<file path="config.mk">
export PLATFORM = sky130hd
export DESIGN_NAME = pll_reset_sequencer_flat
export DESIGN_NICKNAME = d
export VERILOG_FILES = /design/src/rtl/pll_reset_sequencer_if.sv /design/src/rtl/pll_reset_sequencer.sv /design/src/flat_wrapper.sv
export SDC_FILE = /design/constraint.sdc
export NUM_CORES = 1
export LEC_CHECK = 0
export CAP_MARGIN = 20
export CORE_MARGIN = 4
export CORE_UTILIZATION = 56
export DETAILED_ROUTE_END_ITERATION = 8
export PLACE_DENSITY = 0.78
export SYNTH_ARGS = -nofsm -noshare
export SYNTH_HDL_FRONTEND = slang
export SYNTH_SLANG_ARGS = --single-unit
</file>
<file path="constraint.sdc">
create_clock -name clock_in -period 1.9 [get_ports clock_in]
set_input_delay 0.57 -clock clock_in [delete_from_list [all_inputs] [get_ports clock_in]]
set_output_delay 0.57 -clock clock_in [all_outputs]
set_load 0.05 [all_outputs]
</file>
<file path="src/rtl/pll_reset_sequencer_if.sv">
// Signal bundle between the PLL reset sequencer and the logic it controls.
// The master side drives the PLL lock flag. The slave side is the sequencer, which drives the resets and enables.
interface pll_reset_sequencer_if;
    logic locked;
    logic mem_reset;
    logic core_reset;
    logic ce_ppu;
    logic ce_cpu;
    logic ready;
    logic lock_lost;

    modport master (
        output locked,
        input  mem_reset,
        input  core_reset,
        input  ce_ppu,
        input  ce_cpu,
        input  ready,
        input  lock_lost
    );

    modport slave (
        input  locked,
        output mem_reset,
        output core_reset,
        output ce_ppu,
        output ce_cpu,
        output ready,
        output lock_lost
    );
endinterface

</file>
<file path="src/rtl/pll_reset_sequencer.sv">
// Qualifies PLL lock, releases the memory reset and then the core reset, and generates the PPU/CPU clock enables.
// Any loss of lock pulls everything back into reset and sets a sticky fault flag.
module pll_reset_sequencer #(
    parameter int unsigned SYNC_STAGES        = 2,
    parameter int unsigned LOCK_STABLE_CYCLES = 1024,
    parameter int unsigned MEM_INIT_CYCLES    = 64,
    parameter int unsigned PPU_DIV            = 8,
    parameter int unsigned CPU_DIV            = 24
) (
    input logic                  clock_in,
    input logic                  reset_n,
    pll_reset_sequencer_if.slave bus
);

    localparam int unsigned CNT_MAX = (LOCK_STABLE_CYCLES > MEM_INIT_CYCLES) ?
                                      LOCK_STABLE_CYCLES : MEM_INIT_CYCLES;
    localparam int unsigned CNT_W   = (CNT_MAX > 1) ? $clog2(CNT_MAX) : 1;
    localparam int unsigned PPU_W   = $clog2(PPU_DIV);
    localparam int unsigned CPU_W   = $clog2(CPU_DIV);

    typedef enum logic [1:0] {
        WAIT_LOCK = 2'd0,
        STABLE    = 2'd1,
        MEM_INIT  = 2'd2,
        RUN       = 2'd3
    } state_t;

    state_t                 state_q, state_d;
    logic [CNT_W-1:0]       cnt_q, cnt_d;
    logic [PPU_W-1:0]       ppu_cnt_q, ppu_cnt_d;
    logic [CPU_W-1:0]       cpu_cnt_q, cpu_cnt_d;
    logic [SYNC_STAGES-1:0] sync_q;
    logic                   locked_s;

    logic mem_reset_q, mem_reset_d;
    logic core_reset_q, core_reset_d;
    logic ce_ppu_q, ce_ppu_d;
    logic ce_cpu_q, ce_cpu_d;
    logic ready_q, ready_d;
    logic lock_lost_q, lock_lost_d;

    assign locked_s = sync_q[SYNC_STAGES-1];

    // Lock synchronizer, shifting towards the MSB
    always_ff @(posedge clock_in or negedge reset_n) begin
        if (!reset_n) begin
            sync_q <= '0;
        end else begin
            sync_q <= {sync_q[SYNC_STAGES-2:0], bus.locked};
        end
    end

    // State, counters and registered outputs
    always_ff @(posedge clock_in or negedge reset_n) begin
        if (!reset_n) begin
            state_q      <= WAIT_LOCK;
            cnt_q        <= '0;
            ppu_cnt_q    <= '0;
            cpu_cnt_q    <= '0;
            mem_reset_q  <= 1'b1;
            core_reset_q <= 1'b1;
            ce_ppu_q     <= 1'b0;
            ce_cpu_q     <= 1'b0;
            ready_q      <= 1'b0;
            lock_lost_q  <= 1'b0;
        end else begin
            state_q      <= state_d;
            cnt_q        <= cnt_d;
            ppu_cnt_q    <= ppu_cnt_d;
            cpu_cnt_q    <= cpu_cnt_d;
            mem_reset_q  <= mem_reset_d;
            core_reset_q <= core_reset_d;
            ce_ppu_q     <= ce_ppu_d;
            ce_cpu_q     <= ce_cpu_d;
            ready_q      <= ready_d;
            lock_lost_q  <= lock_lost_d;
        end
    end

    // Next state, counters and output values
    always_comb begin
        state_d      = state_q;
        cnt_d        = '0;
        ppu_cnt_d    = '0;
        cpu_cnt_d    = '0;

        unique case (state_q)
            WAIT_LOCK: if (locked_s) state_d = STABLE;
            STABLE: begin
                if (!locked_s)                                       state_d = WAIT_LOCK;
                else if (cnt_q == CNT_W'(LOCK_STABLE_CYCLES - 1))    state_d = MEM_INIT;
                else                                                 cnt_d   = cnt_q + CNT_W'(1);
            end
            MEM_INIT: begin
                if (!locked_s)                                       state_d = WAIT_LOCK;
                else if (cnt_q == CNT_W'(MEM_INIT_CYCLES - 1))       state_d = RUN;
                else                                                 cnt_d   = cnt_q + CNT_W'(1);
            end
            RUN: if (!locked_s) state_d = WAIT_LOCK;
            default: state_d = WAIT_LOCK;
        endcase

        // Dividers only count while already in RUN, so the phase restarts on every entry
        if (state_q == RUN) begin
            ppu_cnt_d = (ppu_cnt_q == PPU_W'(PPU_DIV - 1)) ? '0 : ppu_cnt_q + PPU_W'(1);
            cpu_cnt_d = (cpu_cnt_q == CPU_W'(CPU_DIV - 1)) ? '0 : cpu_cnt_q + CPU_W'(1);
        end

        mem_reset_d  = !((state_d == MEM_INIT) || (state_d == RUN));
        core_reset_d = (state_d != RUN);
        ready_d      = (state_d == RUN);
        ce_ppu_d     = (state_q == RUN) && (state_d == RUN) && (ppu_cnt_q == PPU_W'(PPU_DIV - 1));
        ce_cpu_d     = (state_q == RUN) && (state_d == RUN) && (cpu_cnt_q == CPU_W'(CPU_DIV - 1));
        lock_lost_d  = lock_lost_q || ((state_q == RUN) && !locked_s);
    end

    assign bus.mem_reset  = mem_reset_q;
    assign bus.core_reset = core_reset_q;
    assign bus.ce_ppu     = ce_ppu_q;
    assign bus.ce_cpu     = ce_cpu_q;
    assign bus.ready      = ready_q;
    assign bus.lock_lost  = lock_lost_q;

endmodule

</file>
<file path="src/flat_wrapper.sv">
// flat-port wrapper written by rule: the top's interface ports become plain ports
module pll_reset_sequencer_flat 
#(
    parameter int unsigned SYNC_STAGES        = 2,
    parameter int unsigned LOCK_STABLE_CYCLES = 1024,
    parameter int unsigned MEM_INIT_CYCLES    = 64,
    parameter int unsigned PPU_DIV            = 8,
    parameter int unsigned CPU_DIV            = 24
)
  (clock_in, reset_n, bus_locked, bus_mem_reset, bus_core_reset, bus_ce_ppu, bus_ce_cpu, bus_ready, bus_lock_lost);
  pll_reset_sequencer_if bus_i ();
  input logic clock_in;
  input logic reset_n;
  input wire logic [$bits(bus_i.locked)-1:0] bus_locked;
  output wire logic [$bits(bus_i.mem_reset)-1:0] bus_mem_reset;
  output wire logic [$bits(bus_i.core_reset)-1:0] bus_core_reset;
  output wire logic [$bits(bus_i.ce_ppu)-1:0] bus_ce_ppu;
  output wire logic [$bits(bus_i.ce_cpu)-1:0] bus_ce_cpu;
  output wire logic [$bits(bus_i.ready)-1:0] bus_ready;
  output wire logic [$bits(bus_i.lock_lost)-1:0] bus_lock_lost;
  assign bus_i.locked = bus_locked;
  assign bus_mem_reset = bus_i.mem_reset;
  assign bus_core_reset = bus_i.core_reset;
  assign bus_ce_ppu = bus_i.ce_ppu;
  assign bus_ce_cpu = bus_i.ce_cpu;
  assign bus_ready = bus_i.ready;
  assign bus_lock_lost = bus_i.lock_lost;
  pll_reset_sequencer #(.SYNC_STAGES(SYNC_STAGES), .LOCK_STABLE_CYCLES(LOCK_STABLE_CYCLES), .MEM_INIT_CYCLES(MEM_INIT_CYCLES), .PPU_DIV(PPU_DIV), .CPU_DIV(CPU_DIV)) u_core (.clock_in(clock_in), .reset_n(reset_n), .bus(bus_i));
endmodule
</file>
; Word level (Yosys, flattened, before mapping)
; Cells that the tools add are included.
[totals]
ff_bits = 28
latch_bits = 0
ramBits = 0
romBits = 0
out_inout_bits = 6
word_cells = 49
mem_count = 0
[op_classes]
add_sub_neg = 3
mul = 0
div = 0
order_cmp = 0
n_eq_ne = 10
shift = 0
muxes = 16
n_bitwise = 0
n_reduce_logical = 9
[ops]
columns = operator, count
row1 = 10-bit two-way mux, 4
row2 = 10-bit case mux with 2 select lines, 1
row3 = 2-bit two-way mux, 6
row4 = 10-bit by 1-bit adder with 10-bit output (second input constant), 1
row5 = 10-bit == test (second input constant), 1
row6 = 10-bit by 6-bit == test with 1-bit output (second input constant), 1
row7 = 5-bit two-way mux, 2
row8 = 2-bit == test (second input constant), 4
row9 = 2-bit case mux with 4 select lines, 1
row10 = 3-bit two-way mux, 2
row11 = 5-bit by 1-bit adder with 5-bit output (second input constant), 1
row12 = 5-bit == test (second input constant), 1
row13 = 1-bit logical AND, 4
row14 = 3-bit by 1-bit adder with 3-bit output (second input constant), 1
row15 = 3-bit == test (second input constant), 1
row16 = 2-bit by 1-bit == test with 1-bit output (second input constant), 1
row17 = 1-bit logical NOT, 2
row18 = 2-bit logical NOT, 1
row19 = 1-bit logical OR, 2
row20 = 2-bit != test (second input constant), 1

; Depth between registers and ports, before layout
; Gate-level depths: netlist (run 1).
[depth]
word_depth = 7
ltp_mapped = 6

; Least setup slack after synthesis (run 1)
; Ideal clock, no wire load.
[synth_timing]
kind = register to register
start = register u_core.cnt_q[6]
end = register u_core.cnt_q[2]
arrival_time_ns = 1.503
t_required_ns = 1.780
slack_ns = 0.277
path_stages_with_launch = 5
n_path_buf = 0
period_less_slack_ns = 1.623
cell_sequence = dfrtp_1 > or4_4 > o31ai_1 > a21o_2 > nor2_1
[synth_between]
elab_chain_len = 4
[synth_lines]
columns = item, line
row1 = start: declaration, pll_reset_sequencer.sv:29  ; logic [CNT_W-1:0] cnt_q, cnt_d;
row2 = start signal: assignment, pll_reset_sequencer.sv:68  ; cnt_q <= cnt_d;
row3 = 10-bit by 6-bit == test with 1-bit output or 10-bit == test (tied branches), "pll_reset_sequencer.sv:96, pll_reset_sequencer.sv:91"
row4 = 10-bit two-way mux (on tied branches), "pll_reset_sequencer.sv:96, pll_reset_sequencer.sv:91"
row5 = 10-bit two-way mux (on tied branches), "pll_reset_sequencer.sv:95, pll_reset_sequencer.sv:90"
row6 = 10-bit case mux with 2 select lines (*), pll_reset_sequencer.sv:87  ; unique case (state_q)
row7 = via u_core.cnt_d[2], pll_reset_sequencer.sv:29
; Mark *: on every way through the listed nets, which the timed path passes. The rest lies on a longest branch.

; Final worst setup path (run 1)
[layout_timing]
start = register u_core.cnt_q[6]
end = register u_core.cnt_q[7]
[layout_between]
elab_chain_len = 4
[layout_lines]
columns = item, line
row1 = 10-bit by 1-bit adder with 10-bit output (tied with other cells), "pll_reset_sequencer.sv:92, pll_reset_sequencer.sv:97"
row2 = 10-bit two-way mux (on tied branches), "pll_reset_sequencer.sv:96, pll_reset_sequencer.sv:91"
row3 = 10-bit two-way mux (on tied branches), "pll_reset_sequencer.sv:95, pll_reset_sequencer.sv:90"
row4 = 10-bit case mux with 2 select lines (*), pll_reset_sequencer.sv:87
row5 = via u_core.cnt_d[7], pll_reset_sequencer.sv:29
; Marks and branches as above.

==> results of run 1 <==
[cell families (layout without fill, tap and decap cells)]
| family | after synthesis | in the layout |
|---|---|---|
| simple gates | 52 | 52 |
| buf+inv | 9 | 21 |
| xor+xnor | 10 | 10 |
| compound gates | 16 | 16 |
| fa+ha+maj | 8 | 8 |
| flops | 28 | 28 |
[synthesized netlist by cell type]
master / number
nand4b_1: 1
xor2_1: 4
or2_2: 1
nor4_2: 1
o31ai_1: 4
and3_1: 1
or4_4: 1
o22ai_4: 1
clkbuf_1: 1
xnor2_1: 6
or3_1: 1
dfstp_2: 2
nor3b_1: 2
nand3b_1: 1
nor3_1: 7
o21bai_1: 1
inv_1: 8
nand4_1: 1
nor2_1: 17
and2_1: 2
a31oi_4: 1
nand2_1: 10
nand3_1: 6
ha_1: 8
a21o_2: 2
a21oi_1: 4
a21o_1: 2
a211oi_1: 1
dfrtp_1: 26
[cell type report]
| cell class | count | area [µm²] |
|---|---|---|
| sequential | 28 | 703 |
| inverter | 8 | 30.0 |
| multi-input combinational | 86 | 603 |
| timing repair buffer | 9 | 97.6 |
| fill | 172 | 712 |
| clock buffer | 3 | 22.5 |
| clock inverter | 1 | 30.0 |
| tap | 28 | 35.0 |
[through the flow]
| step | setup slack, ps | util [%] | hold WS [ps] | cell area, µm² |
|---|---|---|---|---|
| floorplan | 277 | - | 274 | 1320 |
| global placement | 172 | 65.0 | 333 | 1450 |
| detailed placement | 95.1 | 65.0 | 338 | 1450 |
| CTS | 64.4 | 67.3 | 372 | 1500 |
| global route | 20.5 | 68.1 | 382 | 1520 |
| finish | 85.8 | 68.1 | 368 | 1520 |
[metal layers]
| metal | vias to the layer above | share of wire (%) | track usage [%] |
|---|---|---|---|
| met4 | 0 | 0 | 4.75 |
| met1 | 445 | 46 | 18.2 |
| met5 | - | 0 | 0 |
| li1 | 442 | - | - |
| met2 | 8 | 51 | 26.2 |
| met3 | 0 | 2.9 | 2.53 |
[critical path, delay by kind of cell (launching register included)]
family | cells | cell delay (ps)
DFF | 1 | 460
AOI/OAI and AO/OA | 2 | 580
and+or+nand+nor | 2 | 670
[sequential cells by signal (all words and copies together) (netlist names)]
register and flops:
u_core.bus.ce_cpu 1, u_core.bus.core_reset 1, u_core.bus.ce_ppu 1, u_core.cnt_q 10, u_core.sync_q 2, u_core.bus.lock_lost 1
u_core.bus.ready 1, u_core.bus.mem_reset 1, u_core.ppu_cnt_q 3, u_core.cpu_cnt_q 5, u_core.state_q 2
[power by group through the flow]
stage / combinational (mW) / sequential, mW / clock, mW
after floorplan: 0.149 / 0.646 / 0
after global placement: 0.185 / 0.655 / 0
after detailed placement: 0.194 / 0.655 / 0
after CTS: 0.194 / 0.644 / 0.401
after global routing: 0.237 / 0.649 / 0.429
final: 0.208 / 0.645 / 0.387
[repair_timing]
item / CTS / global route
setup endpoints to repair: 0 / 3
hold endpoints to repair: 0 / 0
gates resized for setup: 0 / 4
[final timing paths]
kind / to / start
max: u_core.cnt_q[7] / u_core.cnt_q[6]
min: u_core.sync_q[1] / u_core.sync_q[0]
max reg2reg: u_core.cnt_q[7] / u_core.cnt_q[6]
min reg2reg: u_core.sync_q[1] / u_core.sync_q[0]
max in group asynchronous: u_core.bus.core_reset / reset_n
min in group asynchronous: u_core.state_q[0] / reset_n
==> flow_summary.yaml, run 1 <==
outcome:
  outcome: "finished, final reports clean"
synthesis:
  yosys_warnings: 0
  synth_top_area_share_pct: 49.2
  synth_top_family_by_area: "simple AND/OR/NAND/NOR gates"
  syn_nets: 134
  synth_area_leader_cell: "dfrtp_1"
  ys_types: 29
  syn_area_um2: 1320
  synth-simple-area-share_pct: 19.6
  synthAdderAreaFrac_pct: 7.57
  synth_compound_area_share_pct: 10.5
  ys_seq_elements: 28
  avgSynthCellArea_um2: 10.8
  seq_area_frac_synth_pct: 53.2
  synth_area_leaders: "dfrtp_1 (49%), ha_1 (7.6%), nor2_1 (4.8%)"
  synth_cells: 123
  synth.area.mux_share_pct: 0
  synth_xor_area_share_pct: 6.62
layout:
  stdcell_count: 163
  area_growth_pct: 15.0
  num_antenna_cells: 0
  final_common_cell: "dfrtp_1"
  drive_gt1_share_pct: 17.8
  final_cell_mix: "dfrtp_1 (26), nor2_1 (17), nand2_1 (10)"
  num-nets-final: 147
setup_path:
  max_stage_delay_ps: 590
  worstSetupEndpointType: "flip-flop"
  required_ps: 2130
  crit_type: "flip-flop to flip-flop"
  startpoint_type: "flip-flop"
  path_cells: "or4_4, o31ai_1, a21o_2, nor2_1"
  cp_max_fo: 8
  r2r_slack_ps: 90
  crit_path_top_delay_cell: "or4_4"
  worstRegToRegCells: 4
  arrival_ps: 2040
place:
  dp_hpwl_um: 1590
  gp_congestion: 0.824
  port_buffers: 8
  dp.cells: 159
sta:
  worstMarginPinSlew_ps: 337
  finalHoldViolCount: 0
  fin_crit_ps: 1810
  clock.fmax_mhz: 551
  tns_ps: 0
  setup_violations: 0
  skew_ps: 5.48
  slew_headroom_pct: 77.4
  finalCritPeriodShare_pct: 95.5
  drv_slew: 0
  rsz0062_at_grt: "no"
detailed_routing:
  drc_errors: 0
  wl_per_cell_um: 13.4
  routed_wl_um: 2190
  first_pass_iters: 4
  drt_iter0_markers: 16
  via_count: 895
  ant_nets: 0
  routed_via_density: 5.49
grt:
  grt_overflow: 0
  grt_start_max_net_pins: 29
  grt_use_total_pct: 14.8
  grt_pass1_wl_um: 3780
  grt_pass1_vias: 869
  antenna_found_initial: 0
clock_network:
  ctsHoldBuffers: 0
  clock-sinks: 28
  clk_path_buf_depth: 2
  cts_root_buf: "clkbuf_4"
  post_cts_buffers: 0
  htreeDepth: 1
  numCtsBuffers: 3
  clock_latency_ps: 320
  clkTransAtPathRegs_ps: 150
  tritoncts: "yes"
floorplanning:
  die_x_um: 56.6
  core_um2: 2230
  row_count: 17
  dieArea_um2: 3200
  ios: 9
  die_h_um: 56.6
  initial_utilization_pct: 59.2
pwr:
  p_int_mw: 0.900
  pwr-share-comb_pct: 16.8
  power_density_nw_per_um2: 815
  power_mw: 1.24
  power.switching_mw: 0.340
  clock_power_share_pct: 31.2
  swShare_pct: 27.4
  leakage_nw: 0.659
  peakVddDrop_v: 0.000434
  seqPwrFrac_pct: 52.0
min_path:
  holdCritPathClass: "flip-flop to flip-flop"
  hold_depth: 0
run:
  cap_violations: 0
Power figures use the tool's default switching activity.
==> run 2, diff against run 1 <==
Settings changed: GPL_ROUTABILITY_DRIVEN set to 0.
==> results of run 2 <==
The final DEF is identical to that of run 1; final timing and power are the same.
==> run 3, diff against run 2 <==
Settings changed: CORE_ASPECT_RATIO set to 0.8.
==> run 3 against run 2 <==
Cell area is essentially flat. Register-to-register slack gained 40 ps. Hold slack gained 9.2 ps. Sequential power is essentially flat. Non-clock buffer count grew 1. Global-route usage grew 1.3 points. Combinational power is essentially flat. Critical path type unchanged. Largest power group unchanged. Largest cell class unchanged. Clock power shrank 2%. Flip-flop and latch count is the same. Utilization grew 1.2 points. Die area grew 0.15%.
==> flow_summary.yaml, run 3 (same netlist as run 1, synthesis figures left out) <==
sta:
  tns_ps: 0
  finalCritPeriodShare_pct: 93.2
  fin_crit_ps: 1770
  slew_headroom_pct: 72.4
  setup_violations: 0
  rsz0062_at_grt: "no"
  finalHoldViolCount: 0
  drv_slew: 0
  skew_ps: 1.50
  fin_ws_ps: 129
  clock.fmax_mhz: 565
  worstMarginPinSlew_ps: 411
setup_path:
  worstRegToRegCells: 4
  crit_start: "u_core.cnt_q[7]"
  reg2reg_to: "u_core.cnt_q[7]"
  cp_max_fo: 8
  required_ps: 2130
  crit_path_top_delay_cell: "or4_4"
  path_cells: "or4_4, o31ai_1, a21o_2, nor2_1"
  arrival_ps: 2000
  startpoint_type: "flip-flop"
  r2r_slack_ps: 130
  max_stage_delay_ps: 570
  worstSetupEndpointType: "flip-flop"
  r2r-start: "u_core.cnt_q[7]"
  crit_end: "u_core.cnt_q[7]"
  crit_type: "flip-flop to flip-flop"
grt:
  grt_overflow: 0
  met2_usage_pct: 26.4
  antenna_found_initial: 0
  grt_start_max_net_pins: 29
  grt_use_total_pct: 16.2
  met3_usage_pct: 3.96
  grt_pass1_vias: 969
  grt_util_met1_pct: 21.6
  grt-busiest-layer: "met2"
  grt_pass1_wl_um: 4140
layout:
  design_area_um2: 1520
  largestRegisters: "u_core.cnt_q x10, u_core.cpu_cnt_q x5, u_core.ppu_cnt_q x3"
  largest_register_ffs: 10
  area_growth_pct: 15.1
  multi_input_comb_area_um2: 601
  final_core_util_pct: 69.3
  num-nets-final: 148
  final_cell_mix: "dfrtp_1 (26), nor2_1 (17), nand2_1 (10)"
  final_common_cell: "dfrtp_1"
  largest-register: "u_core.cnt_q"
  register_area_um2: 703
  num_antenna_cells: 0
  drive_gt1_share_pct: 17.6
  fillers: 150
detailed_routing:
  wl_per_cell_um: 14.0
  ant_nets: 0
  routed_via_density: 5.74
  drc_errors: 0
  drt_iter0_markers: 58
  routed_wl_um: 2260
  via_count: 924
  first_pass_iters: 4
floorplanning:
  die_x_um: 62.3
  dieArea_um2: 3210
  die_h_um: 51.5
  row_count: 15
  core_um2: 2200
  initial_utilization_pct: 60.2
  ios: 9
pwr:
  peakVddDrop_v: 0.000696
  power_density_nw_per_um2: 813
  leakage_nw: 0.667
outcome:
  outcome: "finished, final reports clean"
clock_network:
  post_cts_buffers: 0
  clkTransAtPathRegs_ps: 140
  cts_root_buf: "clkbuf_4"
  clock_latency_ps: 320
  htreeDepth: 1
  clk_path_buf_depth: 2
  numCtsBuffers: 3
  clock-sinks: 28
  tritoncts: "yes"
min_path:
  holdCritPathClass: "flip-flop to flip-flop"
place:
  pre_cts_ws_ps: 111
  dp_hpwl_um: 1700
  port_buffers: 8
  dpl_cell_area_um2: 1460
run:
  cap_violations: 0
==> run 3: cell count changes in the layout (fill, tap and decap cells not counted) <==
cell   delta
buf_4     +1
ha_1      +1
ha_2      -1
==> run 3: worst min path at each step <==
stage                                start                 to  depth (start not counted)
after global routing      u_core.sync_q[0]   u_core.sync_q[1]                          0
final                     u_core.sync_q[0]   u_core.sync_q[1]                          0
after global placement    u_core.sync_q[0]   u_core.sync_q[1]                          0
after detailed placement  u_core.sync_q[0]   u_core.sync_q[1]                          0
after floorplan                    reset_n  u_core.bus.ce_cpu                          0
after CTS                 u_core.sync_q[0]   u_core.sync_q[1]                          0
==> run 3: critical path: cells and delay by family, from the launching register on <==
family          cells  cell delay (ps)
flops               1              460
compound gates      2              570
simple gates        2              650
==> run 3: routing by layer <==
layer / part of all wire [%] / wire length, µm
met5: 0 / 0
met2: 47 / 1050
met4: 0.62 / 14
met3: 3.7 / 83
met1: 49 / 1110
==> run 3: layout make-up <==
type	instances	share of cell area, %
Clock inverter	1	1.97
Clock buffer	3	1.48
Timing Repair Buffer	10	6.90
Sequential cell	28	46.2
Multi-Input combinational cell	86	39.4
Tap cell	25	2.05
Inverter	8	1.97
==> run 3: timing repair <==
action                     in CTS  in global routing
hold buffers                    0                  0
gates resized for setup         0                  3
setup endpoints to repair       0                  5
==> run 3: stage by stage <==
step                hold slack (ps)  power, mW  cells
finish                          378       1.24    161
global placement                340      0.838    157
global route                    384       1.31    161
detailed placement              350      0.848    157
CTS                             383       1.24    161
floorplan                       274      0.796    123
==> run 3: power by group <==
group / switching [mW] / internal (mW)
Combinational: 0.137 / 0.0737
Sequential: 0.0334 / 0.613
Clock: 0.168 / 0.213
Total: 0.338 / 0.900
